File: config.mk
export PLATFORM = sky130hd
export DESIGN_NAME = ram_fifo_ctrl
export DESIGN_NICKNAME = d
export VERILOG_FILES = /design/src/rtl/ram_fifo_ctrl.sv
export SDC_FILE = /design/constraint.sdc
export NUM_CORES = 1
export LEC_CHECK = 0
export CORE_ASPECT_RATIO = 1.5
export CORE_MARGIN = 3
export CORE_UTILIZATION = 43
export CTS_BUF_LIST = sky130_fd_sc_hd__clkbuf_4 sky130_fd_sc_hd__clkbuf_8 sky130_fd_sc_hd__clkbuf_16
export DETAILED_ROUTE_END_ITERATION = 7
export PLACE_DENSITY = 0.9
export SYNTH_ARGS = -nofsm -noshare
export SYNTH_HDL_FRONTEND = slang
export SYNTH_SLANG_ARGS = --single-unit
File: constraint.sdc
create_clock -name aClock -period 3.32 [get_ports aClock]
set_input_delay 0.664 -clock aClock [delete_from_list [all_inputs] [get_ports aClock]]
set_output_delay 0.664 -clock aClock [all_outputs]
set_load 0.05 [all_outputs]
File: src/rtl/ram_fifo_ctrl.sv
// rtl/ram_fifo_ctrl.sv - FIFO controller around an external 1R1W RAM with a show-ahead output register
// Optional same-cycle empty bypass: define FIFO_CTRL_BYPASS_EN.
module ram_fifo_ctrl #(
  parameter int DEPTH = 8,
  parameter int SIZE = 16,
  localparam int ADDR_WIDTH = $clog2(SIZE),
  localparam int LEVEL_WIDTH = ADDR_WIDTH + 1
) (
  input  logic                   aClock,
  input  logic                   aResetN,
  input  logic                   aFlush,
  input  logic                   aWriteValid,
  input  logic [DEPTH-1:0]       aWriteData,
  output logic                   anOutWriteReady,
  output logic                   anOutReadValid,
  output logic [DEPTH-1:0]       anOutReadData,
  input  logic                   aReadReady,
  output logic [LEVEL_WIDTH-1:0] anOutLevel,
  output logic [ADDR_WIDTH-1:0]  anOutRamWriteAddress,
  output logic [DEPTH-1:0]       anOutRamWriteData,
  output logic                   anOutRamWriteEnable,
  output logic [ADDR_WIDTH-1:0]  anOutRamReadAddress,
  output logic                   anOutRamReadEnable,
  input  logic [DEPTH-1:0]       aRamReadData
);

  logic [ADDR_WIDTH-1:0]  wr_ptr;
  logic [ADDR_WIDTH-1:0]  rd_ptr;
  logic [LEVEL_WIDTH-1:0] ram_count;
  logic [LEVEL_WIDTH-1:0] level;
  logic                   out_valid;
  logic [DEPTH-1:0]       out_data;

  logic active;
  logic push;
  logic pop;
  logic bypass;
  logic load;

  always_comb begin
    active          = aResetN && !aFlush;
    anOutWriteReady = active && (ram_count < LEVEL_WIDTH'(SIZE));
    push            = aWriteValid && anOutWriteReady;
    pop             = out_valid && aReadReady;
`ifdef FIFO_CTRL_BYPASS_EN
    // Empty RAM: pointers are equal, so the RAM's write-through bridge hands back aWriteData.
    bypass          = (ram_count == '0) && push;
`else
    bypass          = 1'b0;
`endif
    load            = active && (!out_valid || pop) && ((ram_count != '0) || bypass);
  end

  assign anOutReadValid       = out_valid;
  assign anOutReadData        = out_data;
  assign anOutLevel           = level;
  assign anOutRamWriteAddress = wr_ptr;
  assign anOutRamWriteData    = aWriteData;
  assign anOutRamWriteEnable  = push;
  assign anOutRamReadAddress  = rd_ptr;
  assign anOutRamReadEnable   = load;

  always_ff @(posedge aClock) begin
    if (!aResetN) begin
      wr_ptr    <= '0;
      rd_ptr    <= '0;
      ram_count <= '0;
      level     <= '0;
      out_valid <= 1'b0;
      out_data  <= '0;
    end else if (aFlush) begin
      // RAM contents and the stale output word are left in place; only tracking is cleared.
      wr_ptr    <= '0;
      rd_ptr    <= '0;
      ram_count <= '0;
      level     <= '0;
      out_valid <= 1'b0;
    end else begin
      if (push) begin
        wr_ptr <= wr_ptr + ADDR_WIDTH'(1);
      end
      if (load) begin
        rd_ptr    <= rd_ptr + ADDR_WIDTH'(1);
        out_data  <= aRamReadData;
        out_valid <= 1'b1;
      end else if (pop) begin
        out_valid <= 1'b0;
      end
      // A bypass load counts as a push and a RAM read, leaving ram_count unchanged.
      ram_count <= ram_count + LEVEL_WIDTH'(push) - LEVEL_WIDTH'(load);
      level     <= level + LEVEL_WIDTH'(push) - LEVEL_WIDTH'(pop);
    end
  end

endmodule

==> results of run 1 <==
[metal layers]
layer / global-route usage (%) / share of wire (%)
met2: 27.62 / 53
met3: 2.348 / 5.3
met5: 0 / 0
met1: 16.42 / 39
met4: 9.091 / 2.6
[power by group through the flow]
stage | clock network, mW | logic (mW) | registers (mW)
5_1_grt | 0.209 | 0.247 | 0.357
3_5_place_dp | 0 | 0.226 | 0.362
3_3_place_gp | 0 | 0.217 | 0.361
6_report | 0.195 | 0.228 | 0.355
2_1_floorplan | 0 | 0.143 | 0.401
4_1_cts | 0.198 | 0.230 | 0.355
[final cells by class]
cell class,count,area share [%]
multi-input combinational,89,38.73
sequential,27,29.77
timing repair buffer,41,23.02
inverter,15,3.101
tap,39,2.688
clock buffer,3,2.274
clock inverter,1,0.4135
[cell usage after synthesis, types with 4 or more instances]
cell and count:
xor2_1 4, a21oi_1 6, xnor2_1 5, and2_1 4
nor2_1 9, nor2b_1 9, inv_1 15, ha_1 13
nand2_1 9, o21ai_0 5, buf_4 9, dfxtp_1 27
mux2i_1 10
[final timing paths]
path | endpoint | slack, ns | cells after the start
worst max-delay path | anOutLevel[4] | 0.47 | 11
worst min-delay path | anOutRamWriteAddress[1] | 0.50 | 2
worst max register to register | ram_count[4] | 0.66 | 13
worst min register to register | anOutRamWriteAddress[1] | 0.50 | 2
[registers in the layout, summed over array words and instances, names as in the netlist]
name                  count
anOutReadData             8
anOutRamReadAddress       4
anOutLevel                5
ram_count                 5
anOutRamWriteAddress      4
anOutReadValid            1
[tightest hold or removal path, delay by kind of cell, from the launching register on]
kind,cells,cell delay [ns]
flip-flops,1,0.34
AO/OA/AOI/OAI,1,0.06
AND/OR/NAND/NOR,1,0.06
[logic make-up after synthesis]
kind of cell,Yosys count,synth area share [%]
AO/OA/AOI/OAI,13,5.035
XOR/XNOR,9,5.665
adder cells (fa/ha/maj),15,14.57
buffers and inverters,28,10.61
flip-flops,27,38.85
multiplexers,10,7.195
AND/OR/NAND/NOR,42,18.07
==> impl_metrics.csv, run 1 <==
group,metric,value,unit
outcome,outcome,"complete, no violations",
critical_path,required,3.50,ns
finish,final_cell_mix,"clkdlybuf4s50_1 (34), dfxtp_1 (27), inv_1 (15)",
global_routing,antenna_found_initial,0,
yosys,synth_area_leaders,"dfxtp_1 (39%), ha_1 (12%), mux2i_1 (7.2%)",
sta,final_max_slew_viol_count,0,
finish,seq_area,540.5,sq um
critical_path,max_stage_delay,0.55,ns
cts,clk_path_buf_depth,2,
placement,place_congestion,0.7069,
sta,relSlewSlack,59.16,%
finish,final_cell_area,0.001815,sq mm
global_routing,grt_pass1_wl,4.485,mm
sta,finalCriticalPeriod,2.846,ns
finish,diodes,0,
placement,placedInstanceArea,0.001767,sq mm
finish,fin_nets,213,
yosys,netlist_instances,144,
yosys,synth_top_area_share,38.85,%
critical_path,endpoint_kind,"register",
placement,dpl_worst_slack,0.1685,ns
pwr,vdd_drop_max,0.3052,mV
pwr,p_sw_share,32.05,%
yosys,syn_nets,180,
pwr,internal_power,0.5280,mW
pwr,power.density,428.0,mW/mm^2
critical_path,path_buf_inv,3,
sta,worst_pin_slew,0.6113,ns
cts,htreeDepth,1,
route,drtIter0Drc,19,
pwr,p_leak,0.7128,nW
yosys,synth.largest_area_cell,"dfxtp_1",
pwr,pwr-share-comb,29.3,%
critical_path,critical_path_class,"input port to register",
die,core_area,0.003003,sq mm
placement,place_inst,211,
route,drtAntennaViolNets,0,
critical_path,crit_path_max_fanout,3,
route,vias,1035,
route,wl_per_cell,12.94,um
sta,setup_tns,0,ns
yosys,yosysSeqAreaShare,38.85,%
worst_hold_path,holdCritStartpoint,"anOutRamWriteAddress[1]",
route,vias_per_cell,4.814,
pwr,total_power,0.7771,mW
route,wirelength,2.783,mm
yosys,synth_seq_cells,27,
critical_path,path_cells,"clkdlybuf4s50_1 -> and4bb_2 -> inv_1 -> ha_1 -> inv_1 -> ha_1 -> fa_1 -> a21o_1 -> a21oi_1 -> xnor2_1 -> nor2_1",
global_routing,grtUsageTotal,15.27,%
sta,fin_skew,0.006265,ns
yosys,netlist_area,0.001391,sq mm
critical_path,cp_top_family,"adder cells",
cts,root_buffer,"clkbuf_8",
finish,fin_util,60.46,%
critical_path,cp-start-kind,"input port",
sta,finalCritPeriodShare,85.73,%
die,dieWidth,52.45,um
global_routing,grt_max_degree,17,
sta,finalHoldViolCount,0,
finish,multi_input_area,703.2,sq um
sta,fin_hold_ws,0.5029,ns
cts,clock_latency,0.28,ns
die,start_util,46.33,%
global_routing,grt_overflow_total,0,
die,ios,54,
yosys,async_reset_ff_share,0,%
cts,postCtsSetupBuffers,0,
global_routing,grt_pass1_vias,1105,
yosys,synth_enable_flop_cells,0,
run,drv_cap,0,
critical_path,critPathLaunch,"aResetN",
finish,layout-drive-gt1-share,8.523,%
yosys,yosys_warnings,0,
yosys,synth.avg_cell_area,9.662,sq um
finish,final_common_cell,"clkdlybuf4s50_1",
sta,fmaxAchievable,351.3,MHz
route,drc_errors,0,
yosys,ys.flop_type,"dfxtp_1",
critical_path,critPathArrivalTime,3.03,ns
placement,detailed_place_hpwl,2.153,mm
placement,io_buffers,37,
route,firstDrtPassIters,4,
cts,cts-resized-gates,0,
finish,area_growth,30.49,%
pwr,seqPwrFrac,45.6,%
cts,numClockSinks,27,
finish,num-fill-cells,253,
cts,clk_pin_slew,0.10,ns
critical_path,timing.rr.start,"ram_count[3]",
die,die_h,75.67,um
die,die-area,0.003968,sq mm
yosys,synth_cell_types,27,
pwr,p_sw,0.2491,mW
sta,fin_ws,0.4737,ns
finish,post_layout_nonfiller_instances,215,
sta,setup_viol,0,
cts,numCtsBuffers,3,
worst_hold_path,min_path_type,"register to register",
die,fp-row-count,24,
sta,rsz0062_at_grt,"no",
critical_path,critPathSlowestCell,"clkdlybuf4s50_1",
pwr,clock_power_share,25.1,%
cts,cts_tree,"built",
cts,cts_hold_buf,0,
(Power assumes the default switching activity.)
==> run 2, diff against run 1 <==
--- a/config.mk
+++ b/config.mk
@@ -7,10 +7,10 @@
 export LEC_CHECK = 0
 export CORE_ASPECT_RATIO = 1.5
 export CORE_MARGIN = 3
-export CORE_UTILIZATION = 43
+export CORE_UTILIZATION = 45
 export CTS_BUF_LIST = sky130_fd_sc_hd__clkbuf_4 sky130_fd_sc_hd__clkbuf_8 sky130_fd_sc_hd__clkbuf_16
 export DETAILED_ROUTE_END_ITERATION = 7
-export PLACE_DENSITY = 0.9
+export PLACE_DENSITY = 0.93
 export SYNTH_ARGS = -nofsm -noshare
 export SYNTH_HDL_FRONTEND = slang
 export SYNTH_SLANG_ARGS = --single-unit
==> constraint.sdc (replaced) <==
create_clock -name aClock -period 3.6 [get_ports aClock]
set_input_delay 0.72 -clock aClock [delete_from_list [all_inputs] [get_ports aClock]]
set_output_delay 0.72 -clock aClock [all_outputs]
set_load 0.05 [all_outputs]
==> run 2 against run 1 <==
Compared with the run above: global-route usage fell by 0.58 points; critical path type unchanged; hold slack got worse by 0.014 ns; sequential power shrank 7.9%; clock skew grew 0.0011 ns; count of clock-buffer cells in the layout unchanged; worst setup slack improved by 0.072 ns; critical path depth unchanged; clock power shrank 9%; non-clock buffer count down 2; sequential share of layout area rose by 0.46 points; largest cell class unchanged; highest routed layer unchanged.
==> impl_metrics.csv, run 2 (synthesis gave the netlist of run 1 again) <==
group,metric,value,unit
global_routing,grt_overflow_total,0,
run,drv_cap,0,
sta,finalHoldViolCount,0,
cts,clk_path_buf_depth,2,
finish,area_growth,28.51,%
finish,fin_nets,211,
pwr,total_power,0.7089,mW
placement,io_buffers,37,
global_routing,grt_pass1_vias,1069,
sta,finalCriticalPeriod,3.054,ns
cts,cts_tree,"built",
worst_hold_path,min_path_type,"register to register",
critical_path,r2r_cells,13,
finish,final_common_cell,"clkdlybuf4s50_1",
critical_path,r2r-end,"ram_count[4]",
sta,fin_skew,0.007380,ns
sta,finalCritPeriodShare,84.84,%
pwr,power.density,396.5,mW/mm^2
critical_path,endpoint_kind,"register",
die,start_util,47.28,%
cts,clock_latency,0.28,ns
finish,final_cell_mix,"clkdlybuf4s50_1 (34), dfxtp_1 (27), inv_1 (15)",
cts,numClockSinks,27,
route,vias,1042,
route,firstDrtPassIters,4,
cts,numCtsBuffers,3,
global_routing,grt_pass1_wl,4.291,mm
global_routing,antenna_found_initial,0,
cts,clk_pin_slew,0.10,ns
sta,setup_viol,0,
die,die-area,0.003809,sq mm
sta,final_max_slew_viol_count,0,
finish,final_cell_area,0.001788,sq mm
sta,fin_hold_ws,0.4890,ns
sta,rsz0062_at_grt,"no",
worst_hold_path,min_delay_worst_endpoint,"anOutRamReadAddress[3]",
worst_hold_path,holdCritStartpoint,"anOutRamReadAddress[3]",
pwr,clock_power_share,24.9,%
die,die_h,74.10,um
critical_path,path_buf_inv,3,
finish,seq_area,540.5,sq um
finish,multi_input_area,703.2,sq um
critical_path,critPathArrivalTime,3.23,ns
finish,post_layout_nonfiller_instances,213,
pwr,pwr-share-comb,29.0,%
route,wirelength,2.592,mm
cts,cts-resized-gates,0,
die,ios,54,
sta,fmaxAchievable,327.4,MHz
route,vias_per_cell,4.892,
finish,layout-drive-gt1-share,7.471,%
finish,num-fill-cells,260,
cts,cts_hold_buf,0,
pwr,p_sw,0.2257,mW
placement,detailed_place_hpwl,2.008,mm
finish,largest_reg_flops,8,
critical_path,cp_top_family,"adder cells",
critical_path,cp-start-kind,"input port",
finish,diodes,0,
cts,root_buffer,"clkbuf_8",
cts,htreeDepth,1,
critical_path,crit_path_max_fanout,8,
route,drtAntennaViolNets,0,
cts,postCtsSetupBuffers,0,
critical_path,rrSetupSlack,0.93,ns
critical_path,path_cells,"clkdlybuf4s50_1 -> and4bb_2 -> inv_1 -> ha_1 -> inv_1 -> ha_1 -> fa_1 -> a21o_1 -> a21oi_1 -> xnor2_1 -> nor2_1",
critical_path,timing.rr.start,"ram_count[3]",
route,wl_per_cell,12.17,um
die,core_area,0.002943,sq mm
placement,place_inst,209,
critical_path,max_stage_delay,0.55,ns
pwr,seqPwrFrac,46.1,%
die,dieWidth,51.40,um
die,fp-row-count,24,
route,drc_errors,0,
sta,setup_tns,0,ns
pwr,vdd_drop_max,0.2795,mV
critical_path,critPathSlowestCell,"clkdlybuf4s50_1",
outcome,outcome,"complete, no violations",
route,drtIter0Drc,27,
sta,worst_pin_slew,0.6654,ns
placement,placedInstanceArea,0.001739,sq mm
worst_hold_path,whs_path_depth,1,
placement,place_congestion,0.7809,
pwr,internal_power,0.4832,mW
pwr,p_sw_share,31.84,%
critical_path,required,3.78,ns
critical_path,critical_path_class,"input port to register",
sta,relSlewSlack,55.55,%
global_routing,grt_max_degree,17,
global_routing,grtUsageTotal,14.69,%
pwr,p_leak,0.6999,nW
-- run 2: cell type report --
class | count | area share [%]
clock buffer | 3 | 2.309
clock inverter | 1 | 0.4199
inverter | 15 | 3.149
multi-input combinational | 89 | 39.33
sequential | 27 | 30.23
tap | 39 | 2.729
timing repair buffer | 39 | 21.83
-- run 2: stage by stage --
| stage | util (%) | setup WS (ns) |
|---|---|---|
| 2_1_floorplan | - | 0.6655 |
| 3_3_place_gp | 59.10 | 0.3895 |
| 3_5_place_dp | 59.10 | 0.2402 |
| 4_1_cts | 60.76 | 0.5393 |
| 5_1_grt | 60.76 | 0.4203 |
| 6_report | 60.76 | 0.5458 |
-- run 2: power by group through the flow --
| stage | Combinational (mW) | Clock [mW] | Sequential (mW) |
|---|---|---|---|
| 6_report | 0.205 | 0.177 | 0.327 |
| 5_1_grt | 0.223 | 0.194 | 0.329 |
| 4_1_cts | 0.206 | 0.185 | 0.327 |
| 3_5_place_dp | 0.205 | 0 | 0.334 |
| 3_3_place_gp | 0.198 | 0 | 0.333 |
| 2_1_floorplan | 0.132 | 0 | 0.369 |
-- run 2: how the worst max path moves through the flow --
stage,end,slack [ns],depth (start not counted),from
2_1_floorplan,ram_count[4],0.67,12,aFlush
3_3_place_gp,anOutLevel[4],0.39,11,aResetN
3_5_place_dp,anOutLevel[4],0.24,11,aResetN
4_1_cts,anOutLevel[4],0.54,11,aResetN
5_1_grt,anOutLevel[4],0.42,11,aResetN
6_report,anOutLevel[4],0.55,11,aResetN
-- run 2: worst reg2reg max path: cells and delay by family (launching register included) --
kind | cells | cell delay, ns
adder cells (fa/ha/maj) | 4 | 0.96
AND/OR/NAND/NOR | 4 | 0.74
AO/OA/AOI/OAI | 2 | 0.34
flip-flops | 1 | 0.33
buffers and inverters | 3 | 0.19
-- run 2: per-layer routing --
metal	up-vias	global-route usage, %	wire (um)
met5	-	0	0
met4	0	8.746	61
met3	7	2.405	135
met2	33	27.62	1407
met1	487	14.82	988
li1	515	-	-
==> run 3, diff against run 2 <==
--- a/config.mk
+++ b/config.mk
@@ -7,10 +7,10 @@
 export LEC_CHECK = 0
 export CORE_ASPECT_RATIO = 1.5
 export CORE_MARGIN = 3
-export CORE_UTILIZATION = 45
+export CORE_UTILIZATION = 43
 export CTS_BUF_LIST = sky130_fd_sc_hd__clkbuf_4 sky130_fd_sc_hd__clkbuf_8 sky130_fd_sc_hd__clkbuf_16
 export DETAILED_ROUTE_END_ITERATION = 7
-export PLACE_DENSITY = 0.93
+export PLACE_DENSITY = 0.9
 export SYNTH_ARGS = -nofsm -noshare
 export SYNTH_HDL_FRONTEND = slang
 export SYNTH_SLANG_ARGS = --single-unit
==> constraint.sdc (replaced) <==
create_clock -name aClock -period 3.1 [get_ports aClock]
set_input_delay 0.62 -clock aClock [delete_from_list [all_inputs] [get_ports aClock]]
set_output_delay 0.62 -clock aClock [all_outputs]
set_load 0.05 [all_outputs]
==> run 3 against run 2 <==
Compared with the run above: first-iteration DRC count increased by 44%; power increased by 17%; non-clock buffer count increased by 2; global-route usage about the same; worst setup slack got worse by 0.22 ns; critical endpoint unchanged; highest routed layer unchanged.
==> impl_metrics.csv, run 3 (synthesis gave the netlist of run 1 again) <==
group,metric,value,unit
outcome,outcome,"complete, no violations",
sta,setup_viol,0,
pwr,seqPwrFrac,45.7,%
finish,area_growth,31.38,%
critical_path,critPathArrivalTime,2.95,ns
route,drtIter0Drc,39,
finish,layout-drive-gt1-share,8.523,%
route,drtAntennaViolNets,0,
critical_path,cp-start-kind,"input port",
pwr,p_sw_share,31.70,%
cts,cts_tree,"built",
finish,largest_reg_flops,8,
cts,clk_path_buf_depth,2,
cts,numCtsBuffers,3,
sta,relSlewSlack,55.88,%
route,wl_per_cell,12.07,um
critical_path,r2r_cells,13,
sta,final_max_slew_viol_count,0,
die,core_area,0.003003,sq mm
worst_hold_path,whs_path_depth,1,
pwr,clock_power_share,24.9,%
global_routing,grtUsageTotal,14.67,%
cts,postCtsSetupBuffers,0,
critical_path,critPathLaunch,"aResetN",
cts,numClockSinks,27,
placement,dpl_worst_slack,0.03298,ns
pwr,vdd_drop_max,0.3192,mV
sta,rsz0062_at_grt,"no",
pwr,p_leak,0.7164,nW
critical_path,timing.rr.start,"ram_count[2]",
pwr,p_sw,0.2635,mW
cts,root_buffer,"clkbuf_8",
cts,clock_latency,0.28,ns
sta,fmaxAchievable,360.7,MHz
placement,detailed_place_hpwl,2.061,mm
sta,worst_pin_slew,0.6604,ns
sta,setup_tns,0,ns
finish,fin_nets,213,
die,dieWidth,52.45,um
die,start_util,46.33,%
global_routing,grt_pass1_wl,4.416,mm
placement,io_buffers,37,
worst_hold_path,min_delay_worst_endpoint,"anOutRamReadAddress[3]",
cts,cts-resized-gates,0,
sta,finalCritPeriodShare,89.44,%
cts,cts_hold_buf,0,
run,drv_cap,0,
placement,place_inst,211,
placement,place_congestion,0.7054,
global_routing,antenna_found_initial,0,
finish,post_layout_nonfiller_instances,215,
pwr,power.density,454.7,mW/mm^2
critical_path,endpoint_kind,"register",
finish,final_cell_mix,"clkdlybuf4s50_1 (34), dfxtp_1 (27), inv_1 (15)",
critical_path,rrSetupSlack,0.50,ns
global_routing,grt_overflow_total,0,
route,vias_per_cell,4.749,
die,die-area,0.003968,sq mm
critical_path,critPathSlowestCell,"clkdlybuf4s50_1",
sta,fin_ws,0.3273,ns
critical_path,max_stage_delay,0.55,ns
critical_path,crit_path_max_fanout,3,
finish,diodes,0,
route,drc_errors,0,
critical_path,required,3.28,ns
pwr,pwr-share-comb,29.4,%
global_routing,grt_pass1_vias,1073,
worst_hold_path,min_path_type,"register to register",
route,vias,1021,
worst_hold_path,holdCritStartpoint,"anOutRamReadAddress[3]",
route,firstDrtPassIters,4,
die,fp-row-count,24,
sta,fin_skew,0.002847,ns
finish,final_common_cell,"clkdlybuf4s50_1",
pwr,total_power,0.8311,mW
sta,finalCriticalPeriod,2.773,ns
sta,fin_hold_ws,0.4901,ns
sta,finalHoldViolCount,0,
global_routing,grt_max_degree,17,
cts,clk_pin_slew,0.10,ns
die,die_h,75.67,um
cts,htreeDepth,1,
critical_path,r2r-end,"ram_count[4]",
pwr,internal_power,0.5677,mW
die,ios,54,
critical_path,critical_path_class,"input port to register",
route,wirelength,2.595,mm
critical_path,path_cells,"clkdlybuf4s50_1 -> and4bb_2 -> inv_1 -> ha_1 -> inv_1 -> ha_1 -> fa_1 -> a21o_1 -> a21oi_1 -> xnor2_1 -> nor2_1",
run 3: cell types whose count changed in the layout (fill, tap and decap cells not counted):
| cell | before | now |
|---|---|---|
| buf_12 | 1 | 3 |
run 3: how the worst max path moves through the flow:
stage,slack [ns],end,cells past startpoint
floorplan,0.27,ram_count[4],12
global placement,0.11,anOutLevel[4],11
global route,0.17,anOutLevel[4],11
detailed placement,0.03,anOutLevel[4],11
finish,0.33,anOutLevel[4],11
CTS,0.33,anOutLevel[4],11
run 3: metrics by stage:
| stage | instance area (sq um) | utilization [%] |
|---|---|---|
| floorplan | 1391 | - |
| global placement | 1779 | 59.25 |
| detailed placement | 1779 | 59.25 |
| CTS | 1828 | 60.88 |
| global route | 1828 | 60.88 |
| finish | 1828 | 60.88 |
run 3: layer usage:
metal,vias to the layer above,part of all wire (%),global-route usage [%]
met1,471,41,16.30
met3,5,5.5,2.348
met2,30,52,26.52
li1,515,-,-
met4,0,1.9,7.386
met5,-,0,0
run 3: power groups by stage:
| stage | registers, mW | clock network [mW] | logic (mW) |
|---|---|---|---|
| floorplan | 0.429 | 0 | 0.153 |
| global placement | 0.387 | 0 | 0.236 |
| detailed placement | 0.388 | 0 | 0.246 |
| CTS | 0.380 | 0.214 | 0.247 |
| global route | 0.382 | 0.231 | 0.269 |
| finish | 0.380 | 0.207 | 0.245 |
run 3: layout make-up:
cell class | instances | area (sq um)
clock inverter | 1 | 7.507
inverter | 15 | 56.30
sequential | 27 | 540.5
fill | 256 | 1175
clock buffer | 3 | 41.29
multi-input combinational | 89 | 703.2
timing repair buffer | 41 | 430.4
tap | 39 | 48.80
run 3: worst max-delay path: cells and delay by family:
family          cells  cell delay (ns)
compound gates      2             0.36
xor+xnor            1             0.13
fa+ha+maj           3             0.88
buf+inv             3             0.64
simple gates        2             0.32
==> RTL edit 1, RTL diff (config.mk and constraints of run 1) <==
Add a define of `FIFO_CTRL_BYPASS_EN`.
--- a/src/rtl/ram_fifo_ctrl.sv
+++ b/src/rtl/ram_fifo_ctrl.sv
@@ -1,5 +1,7 @@
 // rtl/ram_fifo_ctrl.sv - FIFO controller around an external 1R1W RAM with a show-ahead output register
 // Optional same-cycle empty bypass: define FIFO_CTRL_BYPASS_EN.
+`define FIFO_CTRL_BYPASS_EN
+
 module ram_fifo_ctrl #(
   parameter int DEPTH = 8,
   parameter int SIZE = 16,
Formal check against the unedited RTL: not equivalent (Yosys sat finds a counterexample within 4 cycles, from zero or initial values and one cycle with aResetN low).
==> RTL edit 1 against run 1 <==
Setup slack worse by 210 ps; final cell count is 5.6% higher; routed wire length decreased by 4.7%; highest routed layer unchanged; cell area is 1.4% higher; first-iteration DRC count is 53% lower; area after synthesis shrank 0.54%; largest power group unchanged; total power grew 11%; sequential cell count unchanged.
==> RTL edit 1: results (changes against run 1) <==
status complete, no violations; diode count 0 (unchanged); Critical Path AT 3250 ps (+220 ps); first-pass GRT wire length 4350 µm (-3.1%); register area share after synthesis 0.391 (+0.00211); slew at the pin closest to its max-slew limit 510 ps (-101 ps); HP Start anOutRamReadAddress[3]; worst clock skew 2.18 ps (-4.09 ps); Synth top cells by count dfxtp_1, inv_1, ha_1, o21ai_0, nand3_1; vias in the first global route 993 (-10%); Critical Path Max Stage Delay 480 ps (-70 ps); Die ar. 0.00395 mm² (-0.48%); largest net degree at the start of global routing 25 (+8); DR iter-0 viols 9 (-10); CP max-delay cell clkdlybuf4s50_1; Static Leak 0.754 nW (+5.8%); Mapped Nets 191 (+6.1%); Detailed Place HPWL 2140 µm (-0.60%); Yosys cell types 28 (+3.7%); met3 WL 125 µm (-15%); crit-path max FO 3 (unchanged); net switching share of the total power 0.347 (+0.0264); Setup crit start aFlush; gr usage total 0.152 (-0.00118); routed via count 1072 (+3.6%); Total Wirelength 2650 µm (-4.7%); Root Buffer clkbuf_8; HP Class register to register; share of the synthesized area in the top cell type 0.391 (+0.00211); synth warn 0 (unchanged); share of post-route cells with drive strength above 1 0.0957 (+0.0105); worst r2r src ram_count[2]; Max IR drop VDD 0.434 mV (+42%); GPL Wtd Cong 0.758 (+7.2%); Synth area leaders dfxtp_1, ha_1, inv_1, buf_4, o21ai_0; wl on met1 991 µm (-9.6%); fin nets 225 (+5.6%); PortBufs 37 (unchanged); Met2 Routed Length 1420 µm (-3.3%)
## RTL edit 1: cell count changes in the layout (fill, tap and decap cells not counted), sizes merged, moves of 3 or more
cell    change
o21ai       +8
mux2i      -10
nand2       -5
inv        +10
nor2b       -8
o211ai      +3
nand3      +10
## RTL edit 1: per-stage QoR
| step | instance area, µm² | power (mW) | worst slack, ps | TNS, ps | std cells |
|---|---|---|---|---|---|
| 2_1_floorplan | 1410 | 0.613 | 0.719 | 0 | 155 |
| 3_3_place_gp | 1790 | 0.675 | 93.4 | 0 | 223 |
| 3_5_place_dp | 1790 | 0.685 | -37.5 | -37.5 | 223 |
| 4_1_cts | 1840 | 0.872 | 262 | 0 | 227 |
| 5_1_grt | 1840 | 0.916 | 100 | 0 | 227 |
| 6_report | 1840 | 0.862 | 268 | 0 | 227 |
## RTL edit 1: cell type report
type,count,area (µm²)
repair buffers,43,445
multi-input cells,88,658
clock buffers,3,41.3
clock inverters,1,5.00
inverters,26,101
flip-flops and latches,27,541
well taps,39,48.8
fillers,250,1160
## RTL edit 1: routing by layer
| layer | vias up | GRT usage |
|---|---|---|
| met4 | 0 | 0.122 |
| met1 | 481 | 0.150 |
| met2 | 28 | 0.275 |
| li1 | 554 | - |
| met3 | 9 | 0.0215 |
| met5 | - | 0 |
## RTL edit 1: worst paths after layout
path         depth (start not counted)  slack [ps]                     end
max                                 13         270            ram_count[4]
min                                  1         480  anOutRamReadAddress[3]
max reg2reg                         14         340            ram_count[4]
min reg2reg                          1         480  anOutRamReadAddress[3]
## RTL edit 1: power by group through the flow
stage                     registers [mW]  clock network [mW]  logic [mW]
after floorplan                    0.449                   0       0.164
after CTS                          0.372               0.193       0.307
after global placement             0.378                   0       0.297
after detailed placement           0.379                   0       0.306
final                              0.371               0.187       0.303
after global routing               0.375               0.211       0.331
## RTL edit 1: kinds of logic after synthesis
logic type                 Yosys count  synth area share
buffers and inverters               40             0.143
xor gates and xnor gates             9            0.0570
adders and majority gates           15             0.146
AOI/OAI and AO/OA                   26             0.117
and+or+nand+nor                     38             0.146
DFF                                 27             0.391
==> RTL edit 2, RTL diff (settings of run 1) <==
Made on the original files. Reset style: asynchronous (`aResetN`), changed in one clocked block.
--- a/src/rtl/ram_fifo_ctrl.sv
+++ b/src/rtl/ram_fifo_ctrl.sv
@@ -60,7 +60,7 @@
   assign anOutRamReadAddress  = rd_ptr;
   assign anOutRamReadEnable   = load;
 
-  always_ff @(posedge aClock) begin
+  always_ff @(posedge aClock or negedge aResetN) begin
     if (!aResetN) begin
       wr_ptr    <= '0;
       rd_ptr    <= '0;
Check against the original RTL: differs if aResetN is asserted again (counterexample within 4 cycles, from zero or initial values and one cycle with aResetN low); with aResetN held inactive, the same outputs for 10 cycles.
==> RTL edit 2 against run 1 <==
Routed wire length rose by 6.4%; hold slack got worse by 1.3 ps; setup slack lost 97 ps; synthesized cell count shrank 8.3%; clock skew is essentially flat; cell area grew 7.2%; area after synthesis increased by 8.0%; sequential cell count did not move; fmax is 3.3% lower; critical endpoint is now ram_count[4]; critical path type unchanged; sequential share of layout area increased by 5.0 points; final cell count decreased by 4.2%; via count down 1.2%.
Power is not compared: it rests on default switching activity, and its combinational part moved more than twofold at a synthesized area within 25%.
==> RTL edit 2: results (changes against run 1) <==
postcts setup bufs 0 (unchanged); Critical Path AT 3130 ps (+100 ps); crit-path max FO 7 (+4); CP max-delay cell clkdlybuf4s50_1; CTS H-tree lvls 1 (unchanged); DRC viols 0 (unchanged); diode count 0 (unchanged); reg2reg end ram_count[4]; Total Wirelength 2960 µm (+6.4%); vias in the first global route 1118 (+1.2%); worst clock skew 6.60 ps (+0.333 ps); TritonCTS Buffers 3 (unchanged); worst r2r src ram_count[3]; Hold Path End anOutRamReadAddress[3]; initial antenna violation count 0 (unchanged); Async SR Flop Fraction 1.00 (+1.00); gr usage total 0.156 (+0.00293); hold path cells 1 (-1); synth warn 0 (unchanged); PortBufs 37 (unchanged); Max IR drop VDD ~0.72 mV; cell count of the worst reg-to-reg path 13 (unchanged); Fillers 288 (+14%); CP delay by family, top simple AND/OR/NAND/NOR gates; Critical Path Max Stage Delay 520 ps (-30 ps); Setup crit start aFlush; HP Start anOutRamReadAddress[3]; DR iter-0 viols 25 (+6); Worst-Skew Late Latency roughly 270 ps; GPL Wtd Cong 0.798 (+13%); HP Class register to register; reg2reg setup slack 570 ps (-90 ps); Worst slew margin 0.657 (+0.0655); post-cts sizing count 0 (unchanged); largest net degree at the start of global routing 18 (+1); DRT Pass-1 Iters 4 (unchanged); Worst setup EP type register; CTS tree done; register area share after synthesis 0.450 (+0.0611); Yosys cell types 30 (+11%); clock-pin slew on the worst setup and hold paths 90 ps; fin nets 203 (-4.7%); Detailed Place HPWL 2400 µm (+11%); status complete, no violations; Post-Place Cell Area 0.00190 mm² (+7.5%); Synth area leaders dfrtp_1, ha_1, mux2_2, buf_4, inv_1; max reg flops 8 (unchanged); maximum clock path buffer count 2 (unchanged); Static Leak a little under 0.9 nW; Synth top cells by count dfrtp_1, inv_1, ha_1; first-pass GRT wire length 5020 µm (+12%); Via-to-Cell Ratio 4.97 (+3.2%); Mapped Nets 168 (-6.7%); Root Buffer clkbuf_8; share of post-route cells with drive strength above 1 0.145 (+0.0594)
RTL edit 2: cell types whose count changed after synthesis, sizes merged, moves of 3 or more:
cell,delta
and2,-3
dfrtp,+27
dfxtp,-27
mux2,+8
mux2i,-6
nand2,-6
nor2b,-4
o21ai,-4
RTL edit 2: cells by family after synthesis:
group	share of synthesized area
AND/OR/NAND/NOR	0.139
multiplexers	0.0866
adder cells (fa/ha/maj)	0.135
buffers and inverters	0.0957
XOR/XNOR	0.0525
flip-flops	0.450
AO/OA/AOI/OAI	0.0416
RTL edit 2: through the flow:
step | hold slack (ps) | util | instances | power (mW) | setup WS [ps]
CTS | 512 | 0.598 | 206 | 1.71 | 378
global placement | 469 | 0.584 | 202 | 1.47 | 214
floorplan | 368 | - | 132 | 1.23 | 479
finish | 502 | 0.598 | 206 | 1.71 | 377
detailed placement | 494 | 0.584 | 202 | 1.52 | 117
global route | 544 | 0.598 | 206 | 1.82 | 240
RTL edit 2: layer usage:
metal	global-route usage	wire length (µm)	vias to the layer above	share of wire
li1	-	-	487	-
met1	0.180	1110	494	0.37
met2	0.285	1650	36	0.56
met3	0.0266	168	6	0.057
met4	0.0324	30	0	0.010
met5	0	0	-	0
RTL edit 2: layout make-up:
cell class                      instances  area, µm²  share of cell area
Inverter                               14       52.6              0.0270
Tap cell                               40       50.0              0.0257
Timing Repair Buffer                   42        438               0.225
Clock buffer                            3       41.3              0.0212
Clock inverter                          1       5.00             0.00257
Multi-Input combinational cell         79        683               0.351
Sequential cell                        27        676               0.347
RTL edit 2: report_power, final:
part	switching [mW]	internal, mW	leakage, nW	total [mW]
Clock	0.102	0.0841	0.0255	0.186
Sequential	0.0829	0.435	0.350	0.518
Combinational	0.589	0.413	0.518	1.00
